===== config.mk =====
export PLATFORM = sky130hd
export DESIGN_NAME = rv_mc_controller
export DESIGN_NICKNAME = d
export VERILOG_FILES = /design/src/rtl/rv_mc_pkg.sv /design/src/rtl/rv_mc_alu_dec.sv /design/src/rtl/rv_mc_controller.sv
export SDC_FILE = /design/constraint.sdc
export NUM_CORES = 1
export LEC_CHECK = 0
export ABC_CLOCK_PERIOD_IN_PS = 2200
export CAP_MARGIN = 20
export CELL_PAD_IN_SITES_DETAIL_PLACEMENT = 0
export CELL_PAD_IN_SITES_GLOBAL_PLACEMENT = 1
export CORE_AREA = 2 2 66 68
export DETAILED_ROUTE_END_ITERATION = 12
export DIE_AREA = 0 0 68 70
export GPL_TIMING_DRIVEN = 0
export PLACE_DENSITY_LB_ADDON = 0.05
export SYNTH_ARGS = -nofsm -noshare
export SYNTH_HDL_FRONTEND = slang
export SYNTH_HIERARCHICAL = 1
export SYNTH_SLANG_ARGS = --single-unit
export TNS_END_PERCENT = 10

===== constraint.sdc =====
create_clock -name clk -period 2.2 [get_ports clk]
set_clock_uncertainty 0.1 [all_clocks]
set_input_delay 0.22 -clock clk [delete_from_list [all_inputs] [get_ports clk]]
set_output_delay 0.22 -clock clk [all_outputs]
set_load 0.01 [all_outputs]

===== src/rtl/rv_mc_pkg.sv =====
// Shared encodings for the multi-cycle RV32I controller: opcodes, funct3,
// FSM states, ALU operations and datapath mux selects.
package rv_mc_pkg;

    localparam logic [6:0] OP_LUI    = 7'b0110111;
    localparam logic [6:0] OP_AUIPC  = 7'b0010111;
    localparam logic [6:0] OP_JAL    = 7'b1101111;
    localparam logic [6:0] OP_JALR   = 7'b1100111;
    localparam logic [6:0] OP_BRANCH = 7'b1100011;
    localparam logic [6:0] OP_LOAD   = 7'b0000011;
    localparam logic [6:0] OP_STORE  = 7'b0100011;
    localparam logic [6:0] OP_IMM    = 7'b0010011;
    localparam logic [6:0] OP_REG    = 7'b0110011;

    localparam logic [2:0] F3_BEQ  = 3'b000;
    localparam logic [2:0] F3_BNE  = 3'b001;
    localparam logic [2:0] F3_BLT  = 3'b100;
    localparam logic [2:0] F3_BGE  = 3'b101;
    localparam logic [2:0] F3_BLTU = 3'b110;
    localparam logic [2:0] F3_BGEU = 3'b111;

    localparam logic [2:0] F3_ADD  = 3'b000;
    localparam logic [2:0] F3_SLL  = 3'b001;
    localparam logic [2:0] F3_SLT  = 3'b010;
    localparam logic [2:0] F3_SLTU = 3'b011;
    localparam logic [2:0] F3_XOR  = 3'b100;
    localparam logic [2:0] F3_SR   = 3'b101;
    localparam logic [2:0] F3_OR   = 3'b110;
    localparam logic [2:0] F3_AND  = 3'b111;

    typedef enum logic [2:0] {
        S_FETCH  = 3'd0,
        S_DECODE = 3'd1,
        S_EXEC   = 3'd2,
        S_MEM    = 3'd3,
        S_WB     = 3'd4,
        S_TRAP   = 3'd5
    } state_e;

    typedef enum logic [3:0] {
        ALU_ADD  = 4'd0,
        ALU_SUB  = 4'd1,
        ALU_AND  = 4'd2,
        ALU_OR   = 4'd3,
        ALU_XOR  = 4'd4,
        ALU_SLL  = 4'd5,
        ALU_SRL  = 4'd6,
        ALU_SRA  = 4'd7,
        ALU_SUBU = 4'd8
    } alu_op_e;

    localparam logic [2:0] IMM_I = 3'd0;
    localparam logic [2:0] IMM_S = 3'd1;
    localparam logic [2:0] IMM_B = 3'd2;
    localparam logic [2:0] IMM_J = 3'd3;
    localparam logic [2:0] IMM_U = 3'd4;

    localparam logic [1:0] SRCA_OLDPC = 2'd0;
    localparam logic [1:0] SRCA_PC    = 2'd1;
    localparam logic [1:0] SRCA_RS1   = 2'd2;

    localparam logic [1:0] SRCB_RS2  = 2'd0;
    localparam logic [1:0] SRCB_IMM  = 2'd1;
    localparam logic [1:0] SRCB_FOUR = 2'd2;

    localparam logic [1:0] RES_ALUOUT = 2'd0;
    localparam logic [1:0] RES_MEM    = 2'd1;
    localparam logic [1:0] RES_ALU    = 2'd2;
    localparam logic [1:0] RES_TVEC   = 2'd3;

    localparam logic [1:0] RD_RESULT = 2'd0;
    localparam logic [1:0] RD_PC4    = 2'd1;
    localparam logic [1:0] RD_UIMM   = 2'd2;
    localparam logic [1:0] RD_SLT    = 2'd3;

    localparam logic [1:0] TC_ILLEGAL = 2'd0;
    localparam logic [1:0] TC_FETCH   = 2'd1;
    localparam logic [1:0] TC_DATA    = 2'd2;

    function automatic logic is_slt_f3(input logic [2:0] f);
        return f[2:1] == 2'b01;
    endfunction

endpackage


===== src/rtl/rv_mc_alu_dec.sv =====
// ALU operation decode; outside the execute phase the ALU always adds
// (PC+4 in fetch, branch/jump target in decode, nothing else matters).
module rv_mc_alu_dec
    import rv_mc_pkg::*;
#(
    parameter int ALU_CTL_W = 4
) (
    input  logic [6:0]           op,
    input  logic [2:0]           f3,
    input  logic [6:0]           f7,
    input  logic                 exec_phase,
    output logic [ALU_CTL_W-1:0] alu_ctl
);

    alu_op_e ctl;
    alu_op_e arith;
    logic    alt;
    logic    unused_f7;

    assign alt       = f7[5];
    assign unused_f7 = ^{f7[6], f7[4:0]};

    // f7[5] selects SUB only for register ops; ADDI carries immediate bits there
    always_comb begin
        arith = ALU_ADD;
        unique case (f3)
            F3_ADD:  arith = (op == OP_REG && alt) ? ALU_SUB : ALU_ADD;
            F3_SLL:  arith = ALU_SLL;
            F3_SLT:  arith = ALU_SUB;
            F3_SLTU: arith = ALU_SUBU;
            F3_XOR:  arith = ALU_XOR;
            F3_SR:   arith = alt ? ALU_SRA : ALU_SRL;
            F3_OR:   arith = ALU_OR;
            F3_AND:  arith = ALU_AND;
            default: arith = ALU_ADD;
        endcase
    end

    always_comb begin
        ctl = ALU_ADD;
        if (exec_phase) begin
            unique case (op)
                OP_REG, OP_IMM: ctl = arith;
                OP_BRANCH:      ctl = f3[1] ? ALU_SUBU : ALU_SUB;
                default:        ctl = ALU_ADD;
            endcase
        end
    end

    assign alu_ctl = ALU_CTL_W'(ctl);

endmodule


===== src/rtl/rv_mc_controller.sv =====
// Multi-cycle RV32I control FSM with memory handshake timeout and trap state.
// Define RV_MC_PERF_CNT_EN to add the cycle/instret performance counters.
module rv_mc_controller
    import rv_mc_pkg::*;
#(
    parameter int ALU_CTL_W   = 4,
    parameter int MEM_TIMEOUT = 16,
    parameter int CNT_W       = 32
) (
    input  logic                 clk,
    input  logic                 rst,
    input  logic [6:0]           op,
    input  logic [2:0]           f3,
    input  logic [6:0]           f7,
    input  logic                 zero,
    input  logic                 sign_bit,
    input  logic                 carry,
    input  logic                 mem_ready,
    output logic                 mem_req,
    output logic                 adr_src,
    output logic                 mem_write,
    output logic                 ir_write,
    output logic                 pc_en,
    output logic                 reg_write,
    output logic [2:0]           imm_src,
    output logic [1:0]           alu_src_a,
    output logic [1:0]           alu_src_b,
    output logic [ALU_CTL_W-1:0] alu_ctl,
    output logic [1:0]           result_src,
    output logic [1:0]           reg_data_sel,
    output logic                 trap,
`ifdef RV_MC_PERF_CNT_EN
    output logic [CNT_W-1:0]     cycle_cnt,
    output logic [CNT_W-1:0]     instret_cnt,
`endif
    output logic [1:0]           trap_cause
);

    localparam int WAIT_W = $clog2(MEM_TIMEOUT);
    localparam logic [WAIT_W-1:0] WAIT_LAST = WAIT_W'(MEM_TIMEOUT - 1);

    if (MEM_TIMEOUT < 2 || CNT_W < 1) begin : g_param_chk
        $error("rv_mc_controller: MEM_TIMEOUT must be >= 2, CNT_W >= 1");
    end

    state_e              state_q, state_d;
    logic [WAIT_W-1:0]   wait_q, wait_d;
    logic [1:0]          cause_q, cause_d;
    logic [ALU_CTL_W-1:0] dec_ctl;

    logic is_lui, is_auipc, is_jal, is_jalr, is_br;
    logic is_lw, is_sw, is_imm, is_reg, is_slt;
    logic legal, taken, wait_last, timeout;

    assign is_lui   = op == OP_LUI;
    assign is_auipc = op == OP_AUIPC;
    assign is_jal   = op == OP_JAL;
    assign is_jalr  = op == OP_JALR;
    assign is_br    = op == OP_BRANCH;
    assign is_lw    = op == OP_LOAD;
    assign is_sw    = op == OP_STORE;
    assign is_imm   = op == OP_IMM;
    assign is_reg   = op == OP_REG;
    assign is_slt   = (is_reg | is_imm) & is_slt_f3(f3);

    // Branch funct3 010/011 are reserved encodings and trap as illegal
    assign legal = (is_lui | is_auipc | is_jal | is_jalr | is_br |
                    is_lw | is_sw | is_imm | is_reg) &
                   ~(is_br & (f3[2:1] == 2'b01));

    assign wait_last = wait_q == WAIT_LAST;
    assign timeout   = wait_last & ~mem_ready;

    always_comb begin
        taken = 1'b0;
        unique case (f3)
            F3_BEQ:  taken = zero;
            F3_BNE:  taken = ~zero;
            F3_BLT:  taken = sign_bit;
            F3_BGE:  taken = ~sign_bit;
            F3_BLTU: taken = ~carry;
            F3_BGEU: taken = carry;
            default: taken = 1'b0;
        endcase
    end

    rv_mc_alu_dec #(
        .ALU_CTL_W (ALU_CTL_W)
    ) u_alu_dec (
        .op         (op),
        .f3         (f3),
        .f7         (f7),
        .exec_phase (state_q == S_EXEC),
        .alu_ctl    (dec_ctl)
    );

    always_comb begin
        state_d = state_q;
        cause_d = cause_q;
        unique case (state_q)
            S_FETCH: begin
                if (mem_ready) begin
                    state_d = S_DECODE;
                end else if (wait_last) begin
                    state_d = S_TRAP;
                    cause_d = TC_FETCH;
                end
            end
            S_DECODE: begin
                if (!legal) begin
                    state_d = S_TRAP;
                    cause_d = TC_ILLEGAL;
                end else if (is_lui) begin
                    state_d = S_WB;
                end else begin
                    state_d = S_EXEC;
                end
            end
            S_EXEC: begin
                if (is_lw | is_sw)               state_d = S_MEM;
                else if (is_br | is_jal | is_jalr) state_d = S_FETCH;
                else                             state_d = S_WB;
            end
            S_MEM: begin
                if (mem_ready) begin
                    state_d = is_lw ? S_WB : S_FETCH;
                end else if (wait_last) begin
                    state_d = S_TRAP;
                    cause_d = TC_DATA;
                end
            end
            S_WB:    state_d = S_FETCH;
            S_TRAP:  state_d = S_FETCH;
            default: state_d = S_FETCH;
        endcase
        wait_d = (state_d != state_q) ? '0 : wait_q + WAIT_W'(1);
    end

    always_ff @(posedge clk or negedge rst) begin
        if (!rst) begin
            state_q <= S_FETCH;
            wait_q  <= '0;
            cause_q <= TC_ILLEGAL;
        end else begin
            state_q <= state_d;
            wait_q  <= wait_d;
            cause_q <= cause_d;
        end
    end

    always_comb begin
        mem_req      = 1'b0;
        adr_src      = 1'b0;
        mem_write    = 1'b0;
        ir_write     = 1'b0;
        pc_en        = 1'b0;
        reg_write    = 1'b0;
        imm_src      = IMM_I;
        alu_src_a    = SRCA_OLDPC;
        alu_src_b    = SRCB_RS2;
        alu_ctl      = dec_ctl;
        result_src   = RES_ALUOUT;
        reg_data_sel = RD_RESULT;
        trap         = 1'b0;
        unique case (state_q)
            S_FETCH: begin
                mem_req    = 1'b1;
                alu_src_a  = SRCA_PC;
                alu_src_b  = SRCB_FOUR;
                result_src = RES_ALU;
                ir_write   = mem_ready;
                pc_en      = mem_ready;
            end
            S_DECODE: begin
                alu_src_b = SRCB_IMM;
                imm_src   = is_br ? IMM_B : (is_jal ? IMM_J : IMM_I);
            end
            S_EXEC: begin
                unique case (1'b1)
                    is_reg: begin
                        alu_src_a = SRCA_RS1;
                    end
                    is_imm, is_lw: begin
                        alu_src_a = SRCA_RS1;
                        alu_src_b = SRCB_IMM;
                    end
                    is_sw: begin
                        alu_src_a = SRCA_RS1;
                        alu_src_b = SRCB_IMM;
                        imm_src   = IMM_S;
                    end
                    is_auipc: begin
                        alu_src_b = SRCB_IMM;
                        imm_src   = IMM_U;
                    end
                    is_br: begin
                        alu_src_a = SRCA_RS1;
                        pc_en     = taken;
                    end
                    // Target was latched in ALU-out during decode
                    is_jal: begin
                        pc_en        = 1'b1;
                        reg_write    = 1'b1;
                        reg_data_sel = RD_PC4;
                    end
                    is_jalr: begin
                        alu_src_a    = SRCA_RS1;
                        alu_src_b    = SRCB_IMM;
                        result_src   = RES_ALU;
                        pc_en        = 1'b1;
                        reg_write    = 1'b1;
                        reg_data_sel = RD_PC4;
                    end
                    default: ;
                endcase
            end
            S_MEM: begin
                mem_req   = 1'b1;
                adr_src   = 1'b1;
                mem_write = is_sw & ~timeout;
            end
            S_WB: begin
                reg_write    = 1'b1;
                result_src   = is_lw ? RES_MEM : RES_ALUOUT;
                imm_src      = is_lui ? IMM_U : IMM_I;
                reg_data_sel = is_lui ? RD_UIMM :
                               (is_slt ? RD_SLT : RD_RESULT);
            end
            S_TRAP: begin
                trap       = 1'b1;
                pc_en      = 1'b1;
                result_src = RES_TVEC;
            end
            default: ;
        endcase
        // Held in reset: only the fetch request stays up
        if (!rst) begin
            mem_req      = 1'b1;
            adr_src      = 1'b0;
            mem_write    = 1'b0;
            ir_write     = 1'b0;
            pc_en        = 1'b0;
            reg_write    = 1'b0;
            imm_src      = '0;
            alu_src_a    = '0;
            alu_src_b    = '0;
            alu_ctl      = '0;
            result_src   = '0;
            reg_data_sel = '0;
            trap         = 1'b0;
        end
    end

    assign trap_cause = cause_q;

`ifdef RV_MC_PERF_CNT_EN
    logic [CNT_W-1:0] cyc_q, inst_q;
    logic             retire;

    assign retire = (state_d == S_FETCH) && (state_q != S_FETCH) &&
                    (state_q != S_TRAP);

    always_ff @(posedge clk or negedge rst) begin
        if (!rst) begin
            cyc_q  <= '0;
            inst_q <= '0;
        end else begin
            cyc_q <= cyc_q + CNT_W'(1);
            if (retire) inst_q <= inst_q + CNT_W'(1);
        end
    end

    assign cycle_cnt   = cyc_q;
    assign instret_cnt = inst_q;
`endif

endmodule


Word level (Yosys, flattened, before mapping)
Cells that the tools add are included.

storage, ports and cells
  flip-flop bits (word level) = 9
  logic and storage cells = 127

cells by class
  $add $sub $neg = 1
  equality and inequality tests = 29
  multiplexer cells = 61
  bitwise logic cells = 23
  reductions and logical operators = 10

operators with widths
  kind                                                  count
  case mux 4 bit (8 select lines)                       1
  2-to-1 mux 2 bit                                      15
  2-to-1 mux 3 bit                                      10
  equality test 7 x 6 -> 1 bit (second input constant)  3
  equality test 7 bit (second input constant)           3
  equality test 3 bit (second input constant)           6
  2-to-1 mux 1 bit                                      18
  2-to-1 mux 4 bit                                      4
  equality test 7 x 5 -> 1 bit (second input constant)  2
  equality test 3 x 2 -> 1 bit (second input constant)  4
  OR 1 bit                                              12
  case mux 2 bit (3 select lines)                       2
  case mux 3 bit (4 select lines)                       1
  inequality test 2 bit (second input constant)         5
  case mux 3 bit (3 select lines)                       1
  case mux 2 bit (2 select lines)                       2
  case mux 2 bit (4 select lines)                       1
  case mux 4 bit (2 select lines)                       1
  equality test 7 x 2 -> 1 bit (second input constant)  1
  equality test 3 x 1 -> 1 bit (second input constant)  2
  logical NOT 3 bit                                     2
  inverter 1 bit                                        6
  case mux 1 bit (6 select lines)                       1
  case mux 3 bit (2 select lines)                       1
  other kinds (13)                                      20

Logic depth before layout (Yosys ltp)
Gate-level depths: netlist of the first run.

  depth after elaboration = 14
  gate-level depth with buffers = 6

Modules after synthesis
Netlist of the first run, hierarchy kept.

by module, submodules not included
  module            instances  cells an instance  area each (µm²)  seq. area each (µm²)
  rv_mc_controller  1          141                992.2            225.2
  rv_mc_alu_dec     1          19                 128.9            0.0

Least setup slack after synthesis of the first run
OpenSTA, ideal clock, no wires.

  kind = register to output
  start = register state_q[2]
  end = output pc_en
  data arrival time = 1.390 ns
  data required time = 1.880 ns
  path slack = 0.490 ns
  cell stages (with the launch flop) = 5
  path through = dfrtp_1 > nand2b_1 > nor2_1 > nand3_1 > o41ai_1

on the way
  cells in the longest elaborated chain, start to end = 3
  elaborated cells between the ends (all ways) = 5
  classes of those cells = 2 x eq/ne; 2 x mux; 1 x reduce/logical

RTL lines
  element                                      line                     source
  start: declaration                           rv_mc_controller.sv:46   state_e state_q, state_d;
  start signal: assignment                     rv_mc_controller.sv:145  state_q <= state_d;
  equality test 3 bit (tied with other cells)  rv_mc_controller.sv:165  unique case (state_q)
  case mux 1 bit (3 select lines) *            rv_mc_controller.sv:165
  2-to-1 mux 1 bit *                           rv_mc_controller.sv:237  if (!rst) begin
  end: declaration                             rv_mc_controller.sv:23   output logic pc_en,

Every way passes the cells marked *; elsewhere a longest branch is shown, timed or not.

Final worst setup path of the first run
  start = register state_q[1]
  end = output reg_write

on the way
  cells in the longest elaborated chain, start to end = 3
  elaborated cells between the ends (all ways) = 4
  classes of those cells = 2 x eq/ne; 2 x mux

RTL lines
  element                                                              line                     source
  equality test 3 bit or equality test 3 x 2 -> 1 bit (tied branches)  rv_mc_controller.sv:165
  case mux 1 bit (2 select lines) *                                    rv_mc_controller.sv:165
  2-to-1 mux 1 bit *                                                   rv_mc_controller.sv:237
  end: declaration                                                     rv_mc_controller.sv:24   output logic reg_write,

Marks and branches as above.

==> impl_metrics.ini, run 1 <==
[sta]
tightest_slew_ns = 0.427
final-hold-violation-count = 0
rsz0062_at_grt = true
fin_crit_sh_pct = 101
setup_ws_ns = -0.0197
drv_slew = 0
fmax_ghz = 0.451
relSlewSlack_pct = 71.4
hold_ws_ns = 0.389
period_needed_ns = 2.22
finalSetupViolCount = 1

[die]
die_w_um = 68
initial_core_util_pct = 27.1
die-area_um2 = 4760
die_h_um = 70
ios = 47
num_rows = 24
core_area_um2 = 4140

[layout]
layout-drive-gt1-share_pct = 18.2
fin_util_pct = 41.4
fill_cells = 451
multiInputGateArea_um2 = 867
fin_nets = 234
syn_to_final_growth_pct = 53.0
antenna_cells = 0
mostFrequentLayoutCell = nor2_1
regArea_um2 = 228
layout_common_cells = nor2_1 (25), dlygate4sd2_1 (21), nand3_1 (14), nand2_1 (14)

[yosys]
syn_area_um2 = 1120
netlist_instances = 160
ys.flop_type = dfrtp_1
synthesis.nets = 184
yosys-top-cells-area = dfrtp_1 (20%), nor2_1 (9.4%), nand3_1 (6.3%)
synth_area_per_cell_um2 = 7.01
synth_cell_types = 51
yosysTopAreaCell = dfrtp_1
yosysTopAreaCellShare_pct = 20.1
synth_edf_count = 0
ys_ff_latch = 9
ys_seq_area_share_pct = 20.1
postSynth.asyncResetShare_pct = 100
synth_warnings = 6

[clocking]
tritoncts = yes
clock_path_buffers = 2
clock_sinks = 9
h-tree-depth = 1
clkTransAtPathRegs_ns = 0.04
cts_buffers = 3
cts_root_buf = clkbuf_8
worstSkewPairLatency_ns = 0.23

[setup_path]
cp_cell_sequence = clkinvlp_4 > nor2_2 > nand3_1 > a21oi_1 > clkdlybuf4s50_1
max_stage_delay_ns = 0.55
cp.arrival_ns = 1.90
worst_setup_path_end_kind = primary output
slowest_stage = clkdlybuf4s50_1
required_ns = 1.88
start_kind = register
cp_top_family = buffers and inverters
critical_path.max_fanout = 9
crit_type = register to primary output
critPathBufInv = 2

[pwr]
vdd_drop_max_mv = 0.577
p_per_area_nw_per_um2 = 737
power.leakage_nw = 0.778

[detailed_routing]
drt-total-wl_um = 3850
vias = 1354
first_pass_iters = 4
wl_per_cell_um = 14.7
drtAntennaViolNets = 0
viasPerCell = 5.19
drt_iter0_markers = 87
drc = 0

[placement]
gp_congestion = 0.794
port_buffers = 40
dp_hpwl_um = 2970

[global_routing]
grt-ovfl-total = 0
grt_pass1_vias = 1308
grt_start_max_net_pins = 11
grt_use_total_pct = 17.1
grt_antenna_before_repair = 0
grt_pass1_wl_um = 6290

[run]
cap_violations = 0

[run_status]
violations = setup timing
status = finished, violations left

[hold_path]
hp-class = register to register
## final timing paths
path,start,end,slack [ns],depth (start not counted)
setup / recovery,state_q[1],reg_write,-0.02,5
hold / removal,wait_q[0],wait_q[0],0.39,1
setup reg to reg,wait_q[0],trap_cause[0],0.60,6
hold reg to reg,wait_q[0],wait_q[0],0.39,1
max in group asynchronous,rst,state_q[1],1.12,2
min in group asynchronous,rst,wait_q[1],0.56,2
## layout make-up
| cell class | count | share of cell area [%] |
|---|---|---|
| Sequential cell | 9 | 13.3 |
| Clock buffer | 4 | 2.63 |
| Inverter | 6 | 1.53 |
| Timing Repair Buffer | 45 | 24.1 |
| Multi-Input combinational cell | 136 | 50.5 |
| Buffer | 9 | 4.08 |
| Tap cell | 52 | 3.79 |
## metrics by stage
stage          instance area [um^2]  std cells  worst slack (ns)  setup TNS (ns)  power (mW)
2_1_floorplan                  1120        160             0.490               0       0.717
3_3_place_gp                   1590        252            -0.686           -7.40        1.02
3_5_place_dp                   1590        252            -0.680           -7.52        1.03
4_1_cts                        1700        261            -0.222          -0.383        1.26
5_1_grt                        1720        261            -0.153          -0.153        1.38
6_report                       1720        261           -0.0197         -0.0197        1.26
## worst reg2reg max path, delay by kind of cell, from the launching register on
family                   cells  cell delay, ns
adder cells (fa/ha/maj)      1            0.22
AND/OR/NAND/NOR              3            0.42
AO/OA/AOI/OAI                2            0.36
flip-flops                   1            0.37
## kinds of logic (layout without fill, tap and decap cells)
group           count (synthesis)  after routing  synth area share [%]
fa+ha+maj                       1              1                  1.12
flops                           9              9                  20.1
mux                             1              1                 0.893
simple gates                   94             94                  46.7
xor+xnor                        6              6                  4.69
compound gates                 34             34                  19.8
buf+inv                        15             64                  6.81
## metal layers
metal | up-vias | part of all wire, % | GRT usage (%)
met5 | - | 0 | 0
met1 | 637 | 42 | 21.3
li1 | 678 | - | -
met4 | 0 | 1.3 | 5.33
met2 | 35 | 53 | 30.4
met3 | 4 | 4.5 | 1.13
## cell usage after synthesis (2+ instances only)
master and count:
o21ai_0 5, nor3_1 3, a21oi_1 11, inv_1 5, nand4_1 2, nand2_1 14, nor2_1 28, nand2b_1 7
dfrtp_1 9, xnor2_1 3, nand3_1 14, a211oi_1 2, or2_4 2, xor2_1 3, a31oi_1 3, buf_2 4
clkbuf_1 2, nor4_1 3, nor2b_1 2, o22ai_1 2, and2_1 4, buf_6 2, or3_1 2
## power breakdown
part	switching (mW)	internal [mW]	total, mW
Sequential	0.0544	0.219	0.273
Clock	0.0590	0.126	0.185
Combinational	0.468	0.338	0.806
Total	0.581	0.683	1.26
## flip-flops by register name (all words and copies together) (netlist names)
signal / flops
wait_q: 4
trap_cause: 2
state_q: 3
## what timing repair did
action,CTS,global route
setup endpoints to repair,22,8
resized for setup,50,12
pin swaps,2,0
buffers inserted,4,0
endpoints found under the hold margin,9,0
hold buffers,1,0
Note: power is estimated with default switching activity, not from simulation.
==> inputs of run 2 (changes only) <==
==> constraint.sdc (replaced) <==
create_clock -name clk -period 2.2 [get_ports clk]
set_clock_uncertainty 0.1 [all_clocks]
set_input_delay 0.33 -clock clk [delete_from_list [all_inputs] [get_ports clk]]
set_output_delay 0.33 -clock clk [all_outputs]
set_load 0.01 [all_outputs]
==> run 2 against run 1 <==
The flow now finishes without violations. Non-clock buffer count rose by 3. Count of clock-buffer cells in the layout did not move. Register-to-register slack got worse by 0.02 ns. Total power rose by 5.5%. Final cell count rose by 1.1%. Sequential power fell by 1%. Combinational power rose by 9.1%. Cell area rose by 3.3%. Worst setup slack improved by 0.071 ns. Die area did not move. Fmax rose by 3.3%. Via count rose by 2.7%.
==> impl_metrics.ini, run 2 (synthesized netlist as in run 1, its figures left out) <==
[global_routing]
grt_start_max_net_pins = 11
grt_pass1_vias = 1350
grt_pass1_wl_um = 6430
grt_use_total_pct = 17.5
grt-ovfl-total = 0
grt_antenna_before_repair = 0

[detailed_routing]
drt-total-wl_um = 3930
viasPerCell = 5.27
first_pass_iters = 4
drc = 0
drt_iter0_markers = 68
wl_per_cell_um = 14.9
drtAntennaViolNets = 0
vias = 1391

[pwr]
p_switching_mw = 0.617
power.leakage_nw = 0.777
seq_power_share_pct = 20.2
p_comb_share_pct = 65.9
switching_share_pct = 46.2
vdd_drop_max_mv = 0.628
p_per_area_nw_per_um2 = 753
internal_power_mw = 0.717
p_total_mw = 1.33
power.share.clock_pct = 13.9

[clocking]
clock_path_buffers = 2
clkTransAtPathRegs_ns = 0.04
tritoncts = yes
cts_buffers = 3
h-tree-depth = 1
clock_sinks = 9
worstSkewPairLatency_ns = 0.23
cts_root_buf = clkbuf_8

[sta]
tightest_slew_ns = 0.427
tns_ns = 0
finalSetupViolCount = 0
rsz0062_at_grt = true
period_needed_ns = 2.15
fmax_ghz = 0.465
drv_slew = 0
final-hold-violation-count = 0
relSlewSlack_pct = 71.5
fin_crit_sh_pct = 97.7

[setup_path]
cp_cell_sequence = dlygate4sd2_1 > buf_6 > or2_4 > or3_4 > nor2_2 > o211a_1 > buf_6
required_ns = 1.77
cp.arrival_ns = 1.72
max_stage_delay_ns = 0.38
start_kind = input pin
critical_path.max_fanout = 7
critPathBufInv = 3
worst_setup_path_end_kind = primary output
path_common_cell = buf_6
slowest_stage = or3_4
cp_top_family = simple AND/OR/NAND/NOR gates
crit_type = input pin to primary output

[layout]
layout_common_cells = nor2_1 (21), nand3_1 (14), nand2_1 (14), dlygate4sd2_1 (14), a21oi_1 (11)
fill_cells = 445
mostFrequentLayoutCell = nor2_1
max_flop_register = wait_q
antenna_cells = 0
syn_to_final_growth_pct = 58.0
final_cell_area_um2 = 1770
layout-drive-gt1-share_pct = 27.4
largest_reg_flops = 4
fin_nets = 237

[run_status]
status = completed

[placement]
placedInstanceArea_um2 = 1590
port_buffers = 40
gp_congestion = 0.794
dp_hpwl_um = 2970

[die]
die_w_um = 68
die-area_um2 = 4760
die_h_um = 70
core_area_um2 = 4140
initial_core_util_pct = 27.1
ios = 47
num_rows = 24

[hold_path]
hp-class = register to register

[run]
cap_violations = 0
## run 2: changes by cell type in the layout (fill, tap and decap cells not counted), sizes merged
cell	change
buf	+7
clkbuf	+1
clkdlybuf4s50	-3
clkdlybuf4s15	+5
dlygate4sd2	-7
## run 2: per-layer routing
layer,vias to the layer above,GRT usage (%),share of wire [%]
met4,0,6.89,2.0
li1,680,-,-
met3,6,1.29,4.7
met1,664,22.3,42
met5,-,0,0
met2,41,29.8,51
## run 2: worst paths after layout
| kind | depth (start not counted) | slack (ns) | endpoint | startpoint |
|---|---|---|---|---|
| max | 7 | 0.05 | result_src[0] | op[3] |
| min in group asynchronous | 2 | 0.67 | wait_q[1] | rst |
| max reg2reg | 6 | 0.58 | trap_cause[0] | wait_q[0] |
| max in group asynchronous | 2 | 1.01 | state_q[1] | rst |
| min | 1 | 0.38 | wait_q[0] | wait_q[0] |
| min reg2reg | 1 | 0.38 | wait_q[0] | wait_q[0] |
## run 2: timing repair
item,4_1_cts,5_1_grt
pin swaps,4,4
hold buffers,1,0
buffers inserted,7,0
endpoints found under the setup margin,22,16
gates resized for setup,67,35
hold endpoints to repair,9,0
## run 2: power by group through the flow
stage	sequential [mW]	combinational [mW]	clock, mW
after floorplan	0.255	0.463	0
after global placement	0.259	0.765	0
after detailed placement	0.261	0.768	0
after CTS	0.259	0.831	0.194
after global routing	0.277	0.961	0.201
final	0.269	0.879	0.186
## run 2: cell type report
class	count	area [um^2]	area share, %
plain buffers	9	80.1	4.52
clock buffers	4	45.0	2.54
inverters	6	26.3	1.48
multi-input cells	136	900	50.8
flip-flops and latches	9	226	12.8
well taps	52	65.1	3.67
repair buffers	48	429	24.2
## run 2: worst reg2reg max path, stage by stage, from the launching register on
cell and delay (ns):
dfrtp_1 0.37, ha_1 0.22, nand3_1 0.15, nor2_1 0.23, nor2_1 0.06, a211oi_1 0.24
o22ai_1 0.12
## run 2: stage by stage
stage | utilization, % | setup WS [ns] | hold slack (ns) | instances
floorplan | - | 0.380 | -0.0656 | 160
global placement | 38.3 | -0.906 | 0.350 | 252
detailed placement | 38.3 | -0.900 | 0.381 | 252
CTS | 41.7 | -0.0909 | 0.389 | 264
global route | 42.8 | -0.0449 | 0.405 | 264
finish | 42.8 | 0.0513 | 0.383 | 264
==> inputs of run 3 (changes only) <==
TNS_END_PERCENT = 100   (was 10)
==> run 3 against run 2 <==
Total power shrank 0.93%. Die area is the same. Cell area grew 1.5%. Sequential share of layout area shrank 0.19 points. Critical endpoint unchanged.
==> impl_metrics.ini, run 3 (synthesized netlist as in run 1, its figures left out) <==
[placement]
gp_congestion = 0.794
placedInstanceArea_um2 = 1590
dp_cells = 252
port_buffers = 40
dp_hpwl_um = 2970

[run_status]
status = completed

[sta]
finalSetupViolCount = 0
tightest_slew_ns = 0.385
relSlewSlack_pct = 73.7
rsz0062_at_grt = true
fin_crit_sh_pct = 97.8
period_needed_ns = 2.15
fmax_ghz = 0.465
final-hold-violation-count = 0
drv_slew = 0

[detailed_routing]
drc = 0
wl_per_cell_um = 14.7
first_pass_iters = 4
vias = 1397
drt-total-wl_um = 3970
drt_iter0_markers = 71
drtAntennaViolNets = 0
viasPerCell = 5.17

[layout]
final_cell_area_um2 = 1800
max_flop_register = wait_q
antenna_cells = 0
syn_to_final_growth_pct = 60.4
largest_reg_flops = 4
fill_cells = 445
stdcell_count = 270
fin_nets = 243
mostFrequentLayoutCell = nor2_1
layout-drive-gt1-share_pct = 30.3
multiInputGateArea_um2 = 901
layout_common_cells = nor2_1 (21), dlygate4sd2_1 (17), buf_4 (14), nand3_1 (14), nand2_1 (14)
regArea_um2 = 226
fin_util_pct = 43.4

[pwr]
vdd_drop_max_mv = 0.606
p_total_mw = 1.32
p_per_area_nw_per_um2 = 735
power.leakage_nw = 0.804

[setup_path]
cp_cell_sequence = dlygate4sd2_1 > buf_6 > or2_4 > or3_4 > nor2_2 > o211a_1 > buf_6
max_stage_delay_ns = 0.38
slowest_stage = or3_4
start_kind = input pin
cp.arrival_ns = 1.72
required_ns = 1.77
path_common_cell = buf_6
crit_type = input pin to primary output
critical_path.max_fanout = 7
worst_setup_path_end_kind = primary output

[die]
initial_core_util_pct = 27.1
die-area_um2 = 4760
core_area_um2 = 4140
ios = 47
die_h_um = 70
num_rows = 24
die_w_um = 68

[clocking]
worstSkewPairLatency_ns = 0.23
clock_sinks = 9
clock_path_buffers = 2
cts_buffers = 3
h-tree-depth = 1
cts_root_buf = clkbuf_8
tritoncts = yes
clkTransAtPathRegs_ns = 0.04

[global_routing]
grt_pass1_wl_um = 6420
grt_antenna_before_repair = 0
grt_start_max_net_pins = 11
grt_use_total_pct = 17.5
grt-ovfl-total = 0
grt_pass1_vias = 1355

[run]
cap_violations = 0

[hold_path]
hp-class = register to register
[run 3: changes by cell type in the layout (fill, tap and decap cells not counted), moves of 2 or more]
cell | previous run | this run
buf_4 | 10 | 14
dlygate4sd2_1 | 14 | 17
clkbuf_2 | 4 | 6
clkdlybuf4s15_1 | 4 | 1
[run 3: path summary, 6_finish.rpt]
check	startpoint	end	slack, ns	cells after the start
max	op[3]	result_src[0]	0.05	7
min	wait_q[0]	wait_q[0]	0.38	1
max reg2reg	wait_q[0]	trap_cause[0]	0.57	6
min reg2reg	wait_q[0]	wait_q[0]	0.38	1
max in group asynchronous	rst	state_q[1]	1.06	2
min in group asynchronous	rst	wait_q[1]	0.51	2
[run 3: layer usage]
layer  up-vias  track usage [%]  part of all wire, %
li1        692                -                    -
met1       658             22.2                   42
met2        41             29.9                   51
met3         6             1.29                  4.3
met4         0             6.89                  2.0
met5         -                0                    0
[run 3: stage by stage]
stage	setup WS, ns	setup TNS, ns	hold slack [ns]
4_1_cts	0.000929	0	0.389
3_3_place_gp	-0.906	-12.35	0.350
3_5_place_dp	-0.900	-12.47	0.381
5_1_grt	-0.0224	-0.0302	0.405
6_report	0.0474	0	0.384
2_1_floorplan	0.380	0	-0.0656
[run 3: power by group]
group / total, mW / internal (mW) / switching (mW)
clock: 0.186 / 0.126 / 0.0605
sequential: 0.268 / 0.218 / 0.0509
combinational: 0.867 / 0.370 / 0.497
total: 1.32 / 0.713 / 0.608
[run 3: timing repair]
item,4_1_cts,5_1_grt
setup endpoints to repair,22,14
pin swaps,5,4
cloned,0,0
hold buffers,2,0
setup buffers,7,5
resized for setup,72,31
endpoints found under the hold margin,1,0
[run 3: layout make-up]
cell class,instances,area share [%]
timing repair buffer,54,25.3
tap,52,3.62
buffer,9,4.45
sequential,9,12.6
inverter,6,1.46
multi-input combinational,136,50.1
clock buffer,4,2.51
[run 3: critical path: cells and delay by family]
| family | cells | cell delay [ns] |
|---|---|---|
| AOI/OAI and AO/OA | 1 | 0.16 |
| buffers and inverters | 3 | 0.50 |
| and+or+nand+nor | 3 | 0.73 |
